==> src/rtl/updown_counter_param_if.sv <==
// Control/status bundle for updown_counter_param: stimulus from master, counter state back from slave.
interface updown_counter_param_if #(
  parameter int WIDTH = 8
);
  logic             load;
  logic [WIDTH-1:0] d;
  logic             up_down;
  logic             cten;
  logic [WIDTH-1:0] max_val;
  logic             clr_flag;
  logic [WIDTH-1:0] q;
  logic             max_min;
  logic             rco;
  logic             tc_pulse;
  logic             tc_flag;

  modport master (
    output load, d, up_down, cten, max_val, clr_flag,
    input  q, max_min, rco, tc_pulse, tc_flag
  );

  modport slave (
    input  load, d, up_down, cten, max_val, clr_flag,
    output q, max_min, rco, tc_pulse, tc_flag
  );
endinterface

==> src/rtl/updown_counter_param.sv <==
// Up/down counter with runtime modulus, load, wrap/saturate limits, cascade carry and
// a sticky terminal-count flag; used for irrigation valve-on and soak timing.
module updown_counter_param #(
  parameter int WIDTH    = 8,
  parameter bit SATURATE = 1'b0
) (
  input  logic                clk,
  input  logic                reset,
  updown_counter_param_if.slave bus
);

  logic [WIDTH-1:0] q_r;
  logic [WIDTH-1:0] q_next;
  logic [WIDTH-1:0] load_val;
  logic             term;
  logic             tc_pulse_r;
  logic             tc_flag_r;

  assign load_val = (bus.d > bus.max_val) ? bus.max_val : bus.d;

  // A value above max_val (limit lowered at runtime) snaps back into range.
  always_comb begin
    q_next = q_r;
    term   = 1'b0;
    if (!bus.up_down) begin
      if (q_r < bus.max_val) begin
        q_next = q_r + WIDTH'(1);
      end else begin
        term   = 1'b1;
        q_next = SATURATE ? bus.max_val : '0;
      end
    end else begin
      if (q_r > bus.max_val) begin
        q_next = bus.max_val;
      end else if (q_r != '0) begin
        q_next = q_r - WIDTH'(1);
      end else begin
        term   = 1'b1;
        q_next = SATURATE ? '0 : bus.max_val;
      end
    end
  end

  always_ff @(posedge clk or posedge reset) begin
    if (reset) begin
      q_r        <= '0;
      tc_pulse_r <= 1'b0;
      tc_flag_r  <= 1'b0;
    end else if (bus.load) begin
      q_r        <= load_val;
      tc_pulse_r <= 1'b0;
      tc_flag_r  <= 1'b0;
    end else if (!bus.cten) begin
      q_r        <= q_next;
      tc_pulse_r <= term;
      tc_flag_r  <= term | (tc_flag_r & ~bus.clr_flag);
    end else begin
      tc_pulse_r <= 1'b0;
      tc_flag_r  <= tc_flag_r & ~bus.clr_flag;
    end
  end

  // max_min ignores cten so a cascaded stage sees its limit regardless of enable.
  assign bus.q        = q_r;
  assign bus.max_min  = bus.up_down ? (q_r == '0) : (q_r == bus.max_val);
  assign bus.rco      = ~(~bus.cten & bus.max_min);
  assign bus.tc_pulse = tc_pulse_r;
  assign bus.tc_flag  = tc_flag_r;

endmodule

==> src/flat_wrapper.sv <==
// flat-port wrapper written by rule: the top's interface ports become plain ports
module updown_counter_param_flat 
#(
  parameter int WIDTH    = 8,
  parameter bit SATURATE = 1'b0
)
  (clk, reset, bus_load, bus_d, bus_up_down, bus_cten, bus_max_val, bus_clr_flag, bus_q, bus_max_min, bus_rco, bus_tc_pulse, bus_tc_flag);
  updown_counter_param_if #(.WIDTH(WIDTH)) bus_i ();
  input  logic clk;
  input  logic reset;
  input wire logic [$bits(bus_i.load)-1:0] bus_load;
  input wire logic [$bits(bus_i.d)-1:0] bus_d;
  input wire logic [$bits(bus_i.up_down)-1:0] bus_up_down;
  input wire logic [$bits(bus_i.cten)-1:0] bus_cten;
  input wire logic [$bits(bus_i.max_val)-1:0] bus_max_val;
  input wire logic [$bits(bus_i.clr_flag)-1:0] bus_clr_flag;
  output wire logic [$bits(bus_i.q)-1:0] bus_q;
  output wire logic [$bits(bus_i.max_min)-1:0] bus_max_min;
  output wire logic [$bits(bus_i.rco)-1:0] bus_rco;
  output wire logic [$bits(bus_i.tc_pulse)-1:0] bus_tc_pulse;
  output wire logic [$bits(bus_i.tc_flag)-1:0] bus_tc_flag;
  assign bus_i.load = bus_load;
  assign bus_i.d = bus_d;
  assign bus_i.up_down = bus_up_down;
  assign bus_i.cten = bus_cten;
  assign bus_i.max_val = bus_max_val;
  assign bus_i.clr_flag = bus_clr_flag;
  assign bus_q = bus_i.q;
  assign bus_max_min = bus_i.max_min;
  assign bus_rco = bus_i.rco;
  assign bus_tc_pulse = bus_i.tc_pulse;
  assign bus_tc_flag = bus_i.tc_flag;
  updown_counter_param #(.WIDTH(WIDTH), .SATURATE(SATURATE)) u_core (.clk(clk), .reset(reset), .bus(bus_i));
endmodule
==> config.mk <==
export PLATFORM = sky130hd
export DESIGN_NAME = updown_counter_param_flat
export DESIGN_NICKNAME = d
export VERILOG_FILES = /design/src/rtl/updown_counter_param_if.sv /design/src/rtl/updown_counter_param.sv /design/src/flat_wrapper.sv
export SDC_FILE = /design/constraint.sdc
export NUM_CORES = 1
export LEC_CHECK = 0
export ABC_AREA = 1
export CAP_MARGIN = 20
export CELL_PAD_IN_SITES_DETAIL_PLACEMENT = 0
export CELL_PAD_IN_SITES_GLOBAL_PLACEMENT = 1
export CORE_ASPECT_RATIO = 1.75
export CORE_MARGIN = 2
export CORE_UTILIZATION = 38
export DETAILED_ROUTE_END_ITERATION = 7
export GPL_TIMING_DRIVEN = 0
export HOLD_SLACK_MARGIN = 0.12
export PLACE_DENSITY_LB_ADDON = 0.1
export SYNTH_ARGS = -nofsm -noshare
export SYNTH_HDL_FRONTEND = slang
export SYNTH_SLANG_ARGS = --single-unit
==> constraint.sdc <==
create_clock -name clk -period 2.98 [get_ports clk]
set_clock_uncertainty 0.2 [all_clocks]
set_input_delay 0.447 -clock clk [delete_from_list [all_inputs] [get_ports clk]]
set_output_delay 0.447 -clock clk [all_outputs]
set_load 0.005 [all_outputs]
======== Yosys cells after proc, flatten, opt, wreduce, memory -nomap -nowiden ========
Cells that the tools add are included.
word-level totals
  ROM bits ................................ 0
  output and inout bits ................... 12
  memory bits (writable) .................. 0
  memories ................................ 0
  flip-flop bits (word level) ............. 10
  bits of input ports ..................... 22
  word-level logic and storage cells ...... 34
  latch bits .............................. 0
operators by class
  bitwise operators ....................... 6
  $lt $le $gt $ge ......................... 3
  add/subtract/negate cells ............... 2
  eq/ne operators ......................... 2
  mux-type cells .......................... 16
  div/mod/pow operators ................... 0
  shifts and indexed selects .............. 0
  multiply operators ...................... 0
  reductions and logical operators ........ 2
operators by type and width
  cell                                              number
  2-to-1 mux 8 bit                                  7
  greater-than comparator 8 bit                     2
  2-to-1 mux 1 bit                                  9
  adder 8 x 1 -> 8 bit, second input constant       1
  equality test 8 bit                               1
  logical NOT 8 bit                                 1
  < comparator 8 bit                                1
  nonzero test 8 bit                                1
  subtractor 8 x 1 -> 8 bit, second input constant  1
  inverter 1 bit                                    3
  bitwise AND 1 bit                                 2
  != test 2 bit, second input constant              1
  bitwise OR 1 bit                                  1

======== Depth between registers and ports, before layout ========
  word-level depth ........................ 7
  mapped depth ............................ 16
  gate-level depth less buffers ........... 16

======== Worst setup path before layout ========
No wires, ideal clock.
  path kind ............................... input to output
  start ................................... input port bus_max_val[7]
  end ..................................... output port bus_rco
  data arrival time ....................... 1555 ps
  cell stages on the path ................. 7
  path slack .............................. 778 ps
  cell sequence ........................... inv_1 ha_1 nand2_1 nor2_1 nand4_2 a21boi_1 nand2_1
on the way
  word-level cells in the longest chain between the ends .. 4
ends and longest elaborated chain
  element                RTL line                    source
  from (decl)            flat_wrapper.sv:15          input wire logic [$bits(bus_i.max_val)-1:0] bus_max_val;
  equality test 8 bit    updown_counter_param.sv:65  assign bus.max_min = bus.up_down ? (q_r == '0) : (q_r == bus.max_val);
  2-to-1 mux 1 bit       updown_counter_param.sv:65
  named net bus_max_min  flat_wrapper.sv:18          output wire logic [$bits(bus_i.max_min)-1:0] bus_max_min;
  bitwise AND 1 bit      updown_counter_param.sv:66  assign bus.rco = ~(~bus.cten & bus.max_min);
  inverter 1 bit         updown_counter_param.sv:66
  to (decl)              flat_wrapper.sv:19          output wire logic [$bits(bus_i.rco)-1:0] bus_rco;
The timed path passes the listed nets, and every way through them passes these cells.

======== Final worst setup path ========
  start ................................... input port bus_max_val[5]
  end ..................................... output port bus_rco
on the way
  word-level cells in the longest chain between the ends .. 4
ends and longest elaborated chain
  element              RTL line
  equality test 8 bit  updown_counter_param.sv:65
  2-to-1 mux 1 bit     updown_counter_param.sv:65
  bitwise AND 1 bit    updown_counter_param.sv:66
  inverter 1 bit       updown_counter_param.sv:66
No other way between the ends.

==> out/qor.csv <==
stage,metric,value,unit
clocking,cts_buffers,3,
setup_path,r2r_slack,0.58,ns
setup_path,worst_setup_path_start_kind,input port,
clocking,cts.clk_slew.worst_paths,0.05,ns
cells_and_area,seq_area,250,sq um
grt,grt_overflow,0,
timing,finalCritPeriodShare,0.950,
grt,antenna_found_initial,0,
routing,ant_nets,0,
setup_path,cp_max_fo,3,
timing,finalHoldViolCount,0,
cells_and_area,drive_above_1_share,0.0852,
synth,synth_xor_area_frac,0.0211,
synth,synthAdderAreaFrac,0.143,
timing,rsz0062_at_grt,false,
synth,yosysUniqueCellTypes,25,
floorplanning,ios,34,
placed_design,io_buffers,32,
clocking,cts-root-buf,clkbuf_8,
synth,syn_inst,280,
cells_and_area,antenna_cells,0,
routing,totalWireLength,5.27,mm
placed_design,pre_cts_slack,-0.451,ns
synth,synth_ff_type,dfrtp_1,
cells_and_area,syn_to_final_growth,27.4,%
clocking,cts_tree,yes,
timing,min_period,2.83,ns
setup_path,cp.arrival,2.18,ns
floorplanning,die_area,4930,sq um
synth,synth_common_cells,"92 x nand2_1, 40 x nor2_1, 32 x nand3_1, 28 x inv_1",
status,status,completed,
synth,synth_top_area_frac,0.208,
setup_path,critPathMostFrequentCell,nand2_1,
synth,synth_top_family_by_area,simple AND/OR/NAND/NOR gates,
synth,ys_seq_area_frac,0.151,
synth,avgSynthCellArea,5.92,sq um
grt,grt_max_degree,11,
clocking,htree_levels,1,
cells_and_area,nFillCells,439,
setup_path,max_stage_delay,0.50,ns
synth,synthArstFlopShare,1.00,
worst_hold_path,hp-class,in -> async,
routing,highest_layer,met4,
placed_design,finalWeightedCongestion,0.860,
cells_and_area,multi_input_area,1250,sq um
grt,grt_pass1_vias,1839,
timing,tightest_slew,0.511,ns
routing,first_iter_violations,34,
routing,drt-vias-per-instance,5.10,
synth,synth_compound_area_frac,0.111,
synth,ys_ff_latch,10,
clocking,ctsHoldBuffers,0,
floorplanning,core,4150,sq um
synth,yosys.area.top_type,nand2_1,
timing,finalSetupViolCount,0,
setup_path,crit_end,bus_rco,
routing,wl_met3,123,um
pwr,peakVddDrop,416,uV
timing,timing.fmax,353,MHz
setup_path,r2r_end,u_core.bus.q[4],
cells_and_area,fin_nets,360,
timing,holdWs,0.285,ns
pwr,p_leak,0.00112,uW
routing,m1WireLength,2.08,mm
setup_path,startpoint,bus_max_val[5],
floorplanning,start_util,0.399,
setup_path,critPathKind,in -> out,
synth,yosysWarnings,0,
timing,drv_slew,0,
floorplanning,dieWidth,53.9,um
routing,wl_met2,2.96,mm
setup_path,critPathRequiredTime,2.33,ns
grt,grtUsageTotal,0.232,
synth,synthMuxAreaShare,0,
synth,syn-num-nets,321,
synth,synth_edf_count,0,
routing,wl_per_cell,14.4,um
setup_path,crit_chain,clkdlybuf4s50_1 > inv_1 > ha_1 > nand2_1 > nor2_4 > nand4_4 > a21boi_2 > nand2_1 > dlygate4sd2_1,
job,drv_cap,0,
synth,synth_most_common_cell,nand2_1,
synth,syn_area,1660,sq um
setup_path,slowest_stage,clkdlybuf4s50_1,
placed_design,hpwl,4.32,mm
pwr,pwr_density_cell,440,nW/um^2
setup_path,worstSetupEndpointType,primary output,
clocking,clock_path_buffers,2,
synth,netlist_top_cells_area,"nand2_1 21%, dfrtp_1 15%, ha_1 14%, nand3_1 9.7%, nor2_1 9.1%",
clocking,cts.sinks,10,
timing,max-slew-margin-rel,0.658,
timing,fin_ws,0.148,ns
floorplanning,fp-row-count,31,
synth,yosys.area_share.simple,0.466,
setup_path,ff2ff_path_depth,12,
routing,dr.pass1.iters,4,
grt,grt_pass1_wl,8.47,mm
floorplanning,die-height,91.4,um
routing,vias,1865,
routing,drc,0,
clocking,worst_skew_pair.late_latency,0.24,ns
setup_path,reg2reg_from,u_core.bus.q[6],
power by group:
part / total (uW) / internal (uW) / switching (uW) / leakage (uW)
registers: 216 / 160 / 56.7 / 0.000121
clock network: 138 / 88.2 / 50.2 / 0.0000216
logic: 575 / 238 / 338 / 0.000979
through the flow:
stage               cell area (sq um)  total power, uW  instances  utilization  TNS, ns
CTS                              2110              931        366        0.509        0
finish                           2110              930        366        0.509        0
floorplan                        1660              574        280            -        0
global placement                 2040              780        361        0.491   -0.925
global route                     2110             1020        366        0.509        0
detailed placement               2040              780        361        0.491   -0.890
worst min-delay path by stage:
| stage | cells past startpoint | endpoint | startpoint | slack (ns) |
|---|---|---|---|---|
| after floorplan | 1 | u_core.bus.q[0] | reset | 0.09 |
| after global placement | 2 | u_core.bus.tc_flag | u_core.bus.tc_flag | 0.35 |
| after detailed placement | 2 | u_core.bus.tc_flag | u_core.bus.tc_flag | 0.35 |
| after CTS | 2 | u_core.bus.q[3] | reset | 0.30 |
| after global routing | 2 | u_core.bus.q[2] | reset | 0.34 |
| final | 2 | u_core.bus.q[5] | reset | 0.29 |
per-layer routing:
layer	up-vias	global-route usage
li1	984	-
met1	836	0.250
met2	37	0.444
met3	8	0.0214
met4	0	0.0598
met5	-	0
layout by cell type, fill, tap and decap left out, drive strengths merged:
master          n
o21a            1
nor2           43
clkbuf          3
nand3          32
nand3b          2
xor2            4
ha             19
nand2          95
clkinv          1
dfrtp          10
buf             9
inv            29
clkdlybuf4s50  29
a21oi          21
o22ai           1
a21boi          1
a21o            1
dlygate4sd2     3
o21ai           7
nand4           6
flip-flops by register name, summed over array words and instances, names as in the netlist:
name / count
u_core.bus.q: 8
u_core.bus.tc_flag: 1
u_core.bus.tc_pulse: 1
logic make-up after synthesis:
family                     Yosys count
AOI/OAI and AO/OA                   32
xor gates and xnor gates             4
adders and majority gates           19
buffers and inverters               37
DFF                                 10
and+or+nand+nor                    178
what timing repair did:
action / 4_1_cts / 5_1_grt
setup buffers: 2 / 0
resized for setup: 8 / 0
hold endpoints to repair: 0 / 0
endpoints found under the setup margin: 2 / 0
cell type report:
type | instances | area share
Tap cell | 49 | 0.0290
Timing Repair Buffer | 34 | 0.157
Sequential cell | 10 | 0.118
Inverter | 30 | 0.0533
Clock buffer | 3 | 0.0195
Buffer | 7 | 0.0314
Multi-Input combinational cell | 233 | 0.591
critical path: cells and delay by family:
kind	cells	cell delay (ns)
AND/OR/NAND/NOR	4	0.41
buffers and inverters	3	0.85
adder cells (fa/ha/maj)	1	0.30
AO/OA/AOI/OAI	1	0.17
No activity file was read; power rests on OpenSTA's default activity.
